===== config.mk =====
export PLATFORM = sky130hd
export DESIGN_NAME = uart_rx
export DESIGN_NICKNAME = d
export VERILOG_FILES = /design/src/rtl/uart_pkg.sv /design/src/rtl/rx_sync.sv /design/src/rtl/uart_rx.sv
export SDC_FILE = /design/constraint.sdc
export NUM_CORES = 1
export LEC_CHECK = 0
export ABC_AREA = 1
export CAP_MARGIN = 20
export CORE_UTILIZATION = 55
export CTS_CLUSTER_DIAMETER = 40
export DETAILED_ROUTE_END_ITERATION = 8
export PLACE_DENSITY = 0.76
export SLEW_MARGIN = 20
export SYNTH_ARGS = -nofsm -noshare
export SYNTH_HDL_FRONTEND = slang
export SYNTH_SLANG_ARGS = --single-unit

===== constraint.sdc =====
create_clock -name clk -period 2.92 [get_ports clk]
set_input_delay 0.292 -clock clk [delete_from_list [all_inputs] [get_ports clk]]
set_output_delay 0.292 -clock clk [all_outputs]
set_load 0.01 [all_outputs]

===== src/rtl/uart_pkg.sv =====
// Shared UART definitions: FSM state encoding, character width and baud divisor helper.
package uart_pkg;

  localparam int unsigned DATA_BITS = 8;

  typedef enum logic [2:0] {
    StIdle,
    StStart,
    StData,
    StParity,
    StStop
  } uart_state_e;

  // Clocks per oversample tick; truncating division.
  function automatic int unsigned calc_div(input int unsigned clk_freq,
                                           input int unsigned baud_rate,
                                           input int unsigned oversample);
    return clk_freq / (baud_rate * oversample);
  endfunction

endpackage


===== src/rtl/rx_sync.sv =====
// Two-flop synchronizer for an asynchronous input, with a selectable reset value.
module rx_sync #(
  parameter logic ResetVal = 1'b1
) (
  input  logic clk_i,
  input  logic rst_i,
  input  logic d_i,
  output logic q_o
);

  logic [1:0] sync_q;

  always_ff @(posedge clk_i) begin
    if (rst_i) begin
      sync_q <= {2{ResetVal}};
    end else begin
      sync_q <= {sync_q[0], d_i};
    end
  end

  assign q_o = sync_q[1];

endmodule


===== src/rtl/uart_rx.sv =====
// 16x-oversampling UART receiver, 8N1 LSB first; define UART_RX_PARITY_EN for 8E1 with a
// parity_err strobe.
module uart_rx
  import uart_pkg::*;
#(
  parameter int unsigned CLK_FREQ   = 100_000_000,
  parameter int unsigned BAUD_RATE  = 9600,
  parameter int unsigned OVERSAMPLE = 16
) (
  input  logic                 clk,
  input  logic                 rst,
  input  logic                 rx,
  output logic [DATA_BITS-1:0] data_out,
  output logic                 data_valid,
  output logic                 frame_err,
  output logic                 busy
`ifdef UART_RX_PARITY_EN
  ,
  output logic                 parity_err
`endif
);

  localparam int unsigned Div   = calc_div(CLK_FREQ, BAUD_RATE, OVERSAMPLE);
  localparam int unsigned DivW  = (Div > 1) ? $clog2(Div) : 1;
  localparam int unsigned TcntW = $clog2(OVERSAMPLE);
  localparam int unsigned IdxW  = $clog2(DATA_BITS);

  localparam logic [DivW-1:0]  DivMax  = DivW'(Div - 1);
  localparam logic [TcntW-1:0] HalfMax = TcntW'(OVERSAMPLE / 2 - 1);
  localparam logic [TcntW-1:0] BitMax  = TcntW'(OVERSAMPLE - 1);
  localparam logic [IdxW-1:0]  IdxMax  = IdxW'(DATA_BITS - 1);

  logic                 rx_s;
  uart_state_e          state_q;
  logic [DivW-1:0]      div_q;
  logic [TcntW-1:0]     tcnt_q;
  logic [IdxW-1:0]      idx_q;
  logic [DATA_BITS-1:0] shift_q;
  logic [DATA_BITS-1:0] data_q;
  logic                 armed_q;
  logic                 valid_q;
  logic                 ferr_q;
  logic                 busy_q;
  logic                 tick;
  logic                 at_half;
  logic                 at_centre;
`ifdef UART_RX_PARITY_EN
  logic                 par_q;
  logic                 perr_q;
`endif

  rx_sync #(
    .ResetVal(1'b1)
  ) u_rx_sync (
    .clk_i(clk),
    .rst_i(rst),
    .d_i  (rx),
    .q_o  (rx_s)
  );

  assign tick      = (div_q == DivMax);
  assign at_half   = tick && (tcnt_q == HalfMax);
  assign at_centre = tick && (tcnt_q == BitMax);

  always_ff @(posedge clk) begin
    if (rst) begin
      state_q <= StIdle;
      div_q   <= '0;
      tcnt_q  <= '0;
      idx_q   <= '0;
      shift_q <= '0;
      data_q  <= '0;
      armed_q <= 1'b1;
      valid_q <= 1'b0;
      ferr_q  <= 1'b0;
      busy_q  <= 1'b0;
`ifdef UART_RX_PARITY_EN
      par_q   <= 1'b0;
      perr_q  <= 1'b0;
`endif
    end else begin
      valid_q <= 1'b0;
      ferr_q  <= 1'b0;
`ifdef UART_RX_PARITY_EN
      perr_q  <= 1'b0;
`endif
      // Divider held in IDLE so the sampling phase is referenced to the start edge.
      if (state_q == StIdle || tick) div_q <= '0;
      else                           div_q <= div_q + 1'b1;
      if (tick) tcnt_q <= tcnt_q + 1'b1;

      unique case (state_q)
        StIdle: begin
          busy_q <= 1'b0;
          tcnt_q <= '0;
          if (rx_s) begin
            armed_q <= 1'b1;
          end else if (armed_q) begin
            state_q <= StStart;
            busy_q  <= 1'b1;
          end
        end
        StStart: begin
          if (at_half) begin
            tcnt_q <= '0;
            idx_q  <= '0;
            if (rx_s) begin
              state_q <= StIdle;
              busy_q  <= 1'b0;
            end else begin
              state_q <= StData;
            end
          end
        end
        StData: begin
          if (at_centre) begin
            tcnt_q  <= '0;
            shift_q <= {rx_s, shift_q[DATA_BITS-1:1]};
            if (idx_q == IdxMax) begin
`ifdef UART_RX_PARITY_EN
              state_q <= StParity;
`else
              state_q <= StStop;
`endif
            end else begin
              idx_q <= idx_q + 1'b1;
            end
          end
        end
`ifdef UART_RX_PARITY_EN
        StParity: begin
          if (at_centre) begin
            tcnt_q  <= '0;
            par_q   <= rx_s;
            state_q <= StStop;
          end
        end
`endif
        StStop: begin
          // Leave at mid-stop so a back-to-back start edge is caught.
          if (at_centre) begin
            tcnt_q  <= '0;
            state_q <= StIdle;
            busy_q  <= 1'b0;
            if (rx_s) begin
              data_q  <= shift_q;
              valid_q <= 1'b1;
            end else begin
              ferr_q  <= 1'b1;
              armed_q <= 1'b0;
            end
`ifdef UART_RX_PARITY_EN
            perr_q <= ^{shift_q, par_q};
`endif
          end
        end
        default: begin
          state_q <= StIdle;
          busy_q  <= 1'b0;
        end
      endcase
    end
  end

  assign data_out   = data_q;
  assign data_valid = valid_q;
  assign frame_err  = ferr_q;
  assign busy       = busy_q;
`ifdef UART_RX_PARITY_EN
  assign parity_err = perr_q;
`endif

endmodule


# ---- Word level (Yosys, flattened, before mapping)
# Cells that the tools add are included.
dict set report classes {
  n_addsub 3
  n_mul 0
  div_mod_pow 0
  order_cmp 0
  eq_ne 17
  shift 0
  muxes 28
  bitwise 3
  reduce_logical 15
}
# op count
set op_table {}
lappend op_table {{2-to-1 mux 3 bit} 9}
lappend op_table {{!= test 2 bit, second input constant} 8}
lappend op_table {{2-to-1 mux 4 bit} 3}
lappend op_table {{one-hot mux 3 bit (4 select lines)} 1}
lappend op_table {{one-hot mux 4 bit (3 select lines)} 1}
lappend op_table {{AND reduction 4 bit} 3}
lappend op_table {{adder 10 x 1 -> 10 bit, second input constant} 1}
lappend op_table {{equality test 10 bit, second input constant} 1}
lappend op_table {{2-to-1 mux 1 bit} 10}
lappend op_table {{equality test 3 bit, second input constant} 2}
lappend op_table {{one-hot mux 3 bit (2 select lines)} 1}
lappend op_table {{AND reduction 6 bit} 1}
lappend op_table {{adder 4 x 1 -> 4 bit, second input constant} 1}
lappend op_table {{equality test 4 x 3 -> 1 bit, second input constant} 1}
lappend op_table {{equality test 4 bit, second input constant} 1}
lappend op_table {{!= test 2 x 1 -> 1 bit, second input constant} 2}
lappend op_table {{one-hot mux 1 bit (4 select lines)} 1}
lappend op_table {{nonzero test 2 bit} 2}
lappend op_table {{OR reduction 2 bit} 2}
lappend op_table {{adder 3 x 1 -> 3 bit, second input constant} 1}
lappend op_table {{equality test 3 x 1 -> 1 bit, second input constant} 1}
lappend op_table {{equality test 3 x 2 -> 1 bit, second input constant} 1}
lappend op_table {{logical NOT 3 bit} 1}
lappend op_table {{NOT 1 bit} 3}
lappend op_table {{other kinds (7)} 8}
dict set report word_totals {
  register_bits 42
  latch_bits 0
  ramBits 0
  mem_bits_ro 0
  input_bits 3
  out_inout_bits 11
  elab_cells 77
  n_memories 0
}

# ---- Longest topological paths before layout
dict set report depth {
  word_depth 4
  ltp_mapped 11
  depth_no_buf 10
}

# ---- Modules after synthesis
# Synthesis repeated with hierarchy kept, for this count alone.
dict set report unflattened {
  cells_unflattened 248
  hier_area_um2 2037.0
}
# mod instances cells_each area_per_inst_um2 seq_area_each_um2
set modules_own_cells {}
lappend modules_own_cells {uart_rx 1 241 1978.1 800.8}
lappend modules_own_cells {rx_sync 1 7 58.8 40.0}

# ---- Worst setup path after synthesis
# Ideal clock, no wire load.
dict set report synth_timing {
  path_type {reg-to-reg}
  startpoint {reg div_q[0]}
  endpoint {reg data_q[0] (netlist: data_out[0])}
  setup_time_ns 0.132
  arrival_ns 1.336
  setup_slack_ns 1.452
  stages_incl_launch_ff 10
  n_path_buf 0
  cell_sequence {dfxtp_1 inv_1 ha_1 nand2_1 nor2_2 nand4_4 nor2_4 nand2_2 nand2_1 a21oi_1}
}
dict set report synth_via {
  elab_chain_cells 3
}
# item line_no
set synth_lines {}
lappend synth_lines {{from (decl)} uart_rx.sv:35} ;# logic [DivW-1:0] div_q;
lappend synth_lines {{from (signal assigned)} uart_rx.sv:89} ;# else div_q <= div_q + 1'b1;
lappend synth_lines {{equality test 10 bit} uart_rx.sv:61} ;# assign tick = (div_q == DivMax);
lappend synth_lines {{logical AND 1 bit} uart_rx.sv:63} ;# assign at_centre = tick && (tcnt_q == BitMax);
lappend synth_lines {{AND reduction 3 bit (no source line)} n/a}
lappend synth_lines {{to (signal assigned)} uart_rx.sv:146} ;# data_q <= shift_q;
lappend synth_lines {{to (decl)} uart_rx.sv:39} ;# logic [DATA_BITS-1:0] data_q;
# Every way passes these cells.
# A chain may end at the register's enable or synchronous reset.

# ---- Final worst setup path
dict set report layout_timing {
  startpoint {reg div_q[0]}
  endpoint {reg data_q[6] (netlist: data_out[6])}
}
# Same word-level chain as after synthesis.

==> key figures <==
GRT
  – GRT Overall Usage: between 10% and 20%
  – M3 GR Usage: 3.838%
  – Met1 global-route usage: 28.27%
  – Initial antenna violation count: 0
  – M2 GR Usage: between 20% and 30%
  – Largest net degree at the start of global routing: 18
  – Vias in the first global route: 1290
  – GR peak layer: met2
  – Total grt overflow: 0
  – First-pass GRT wire length: 5457 µm

Critical path
  – Worst setup EP type: flop
  – Startpoint Class: flop
  – WP data required: 3.13 ns
  – CP max FO: 12
  – FF-to-FF setup slack: 1.11 ns
  – WS Path Type: flop to flop
  – Arr. time, crit path: 2.02 ns

Pwr
  – Clock power frac: between 20% and 30%
  – Combinational share of power: 26.3%
  – NetSw: 405.8 µW
  – Power Dens Cells: 571.7 nW/µm²
  – Sw frac: 33.79%
  – Max IR drop VDD: roughly 540 µV
  – Leak pwr: just under 0.0009 µW
  – Sequential share of power: a little over half
  – Pint: a little under 800 µW

Yosys
  – Synth top cells by count: nand2_1, dfxtp_1, nor2_1
  – Synthesis Warnings: 0
  – Library cells used by synthesis: 28
  – Asr flop ratio synth: 0%
  – Synth area leaders: dfxtp_1, nand2_1, nor2_1, inv_1, nand3_1
  – Synth top area share: 44.30%
  – Mapped Area: 1898 µm²
  – Most used DFF post-synth: dfxtp_1
  – Avg Cell Area, Syn: roughly 7.5 µm²
  – Share of the yosys chip area belonging to registers: 44.30%
  – #FFs+latches synth: 42
  – Top-count cell post-synth: nand2_1
  – Cells after Synth: 252
  – Post-synth EDFFs: 0
  – Synthesized net count: 260
  – Leading area contributor after synthesis: dfxtp_1

STA
  – Unrepaired setup endpoints after global routing: false
  – Max-slew violation count: 0
  – Hold WS: 0.4254 ns
  – Fin crit period: 1.811 ns
  – Period utilization: 62.03%
  – Worst-margin pin slew: about 0.55 ns
  – Layout Skew: 0.003068 ns
  – Worst slew margin: 63.22%
  – Hold Fails Final Rpt: 0
  – Setup tns final: 0 ns
  – Final setup viols: 0
  – Max Freq: 552.1 MHz

Placement
  – Dpl hpwl: 2300 µm
  – Placed cell areas: a little over 2000 µm²
  – Port buffer count: 13
  – RePlAce Congestion: 0.9427
  – Placed Cells: 304

Clocking
  – Worst skew pair latency: 0.33 ns
  – Htree depth: 2
  – CTS tree: yes
  – Clock Path Buffers: 2
  – Clock Sinks: 42
  – Postcts setup bufs: 0
  – Clk root buf: clkbuf_4
  – CTS buffer count: 5
  – Clk slew on worst S/H paths: 0.11 ns
  – Hold buffers post-CTS: 0
  – Post-cts sizing count: 0

Layout
  – Fin cells: 311
  – Post-route cell area: approximately 2100 µm²
  – # diodes: 0
  – Area grow syn2layout: 10.68%
  – Share of cells above drive strength 1: 9.738%
  – # nets final: about 280

Floorplan
  – Initial Utilization: 60.20%
  – Die Ht: about 61 µm
  – Die area: between 3000 and 4000 µm²
  – Die width: just over 60 µm
  – Boundary Pins: 14
  – Row count: 20
  – Core Region: approximately 3200 µm²

Flow run
  – Max-Cap Viols: 0

Drt
  – 1st-iter DRT viols: 94
  – Routed len/inst: 10.16 µm
  – DR pass1 iterations: 4
  – Vias per cell: 5.071
  – Detailed Route WL: 3159 µm
  – Drc violations: 0
  – DR vias: 1577
  – DRT antenna net count: 0

Min path
  – Worst Hold Class: flop to flop

Run status
  – Status: finished, final reports clean
-- through the flow --
step           worst slack, ns  power, µW  util (%)
6_report                 1.109       1201     66.63
5_1_grt                 0.8989       1291     66.63
4_1_cts                  1.062       1208     66.63
3_5_place_dp            0.7789      950.9     65.12
3_3_place_gp            0.8293      947.8     65.12
2_1_floorplan            1.452      892.5         -
-- layout make-up --
class,count,area (µm²)
clock buffers,5,37.54
clock inverters,2,10.01
fillers,279,1052
inverters,33,123.9
multi-input cells,172,903.4
flip-flops and latches,42,840.8
well taps,44,55.05
repair buffers,13,130.1
-- critical path, stage by stage (launching register included) --
cell and delay, ns:
dfxtp_1 0.36, inv_1 0.07, ha_1 0.13, nand2_1 0.06
nor2_2 0.19, nand4_4 0.27, nor2_4 0.28, nand2_2 0.16
nand2_1 0.10, a21oi_1 0.06
-- power groups by stage --
stage               clock network, µW  registers, µW  logic (µW)
global route                      296            628         367
finish                            260            626         315
detailed placement                  0            639         312
global placement                    0            638         310
CTS                               268            625         315
floorplan                           0            636         256
-- worst paths after layout --
path / startpoint / to / depth (start not counted)
worst min-delay path: u_rx_sync.sync_q[0] / u_rx_sync.sync_q[1] / 1
worst max register to register: div_q[0] / data_out[6] / 9
worst min register to register: u_rx_sync.sync_q[0] / u_rx_sync.sync_q[1] / 1
worst max-delay path: div_q[0] / data_out[6] / 9
-- layout by cell type (no fill, tap or decap), types with 2 or more instances in the layout --
cell / count
nor3_1: 12
a31oi_1: 2
clkdlybuf4s50_1: 13
nor2_4: 4
ha_1: 5
a21oi_1: 16
nand2_1: 45
inv_2: 2
nor3b_1: 2
or2_2: 2
nand2_2: 4
nor2_1: 32
o21ai_0: 10
nand3_2: 2
dfxtp_1: 42
nor2_2: 2
clkinv_2: 2
nand4_1: 6
inv_1: 31
clkbuf_4: 5
nand3_1: 21
-- routing by layer --
metal	wire length, µm	vias up
met3	105	5
met1	1677	689
met4	37	0
met2	1339	31
li1	-	852
met5	0	-
-- state kept, by name (all words and copies together) (netlist names) --
register,cells
tcnt_q,4
idx_q,3
data_valid,1
div_q,10
armed_q,1
busy,1
state_q,3
frame_err,1
shift_q,8
data_out,8
u_rx_sync.sync_q,2
-- cell families (layout without fill, tap and decap cells) --
group	count (synthesis)	in the layout	synth area share (%)
and+or+nand+nor	137	137	36.06
DFF	42	42	44.30
buffers and inverters	38	53	8.108
AOI/OAI and AO/OA	30	30	8.240
adders and majority gates	5	5	3.296
(Power assumes the default switching activity.)
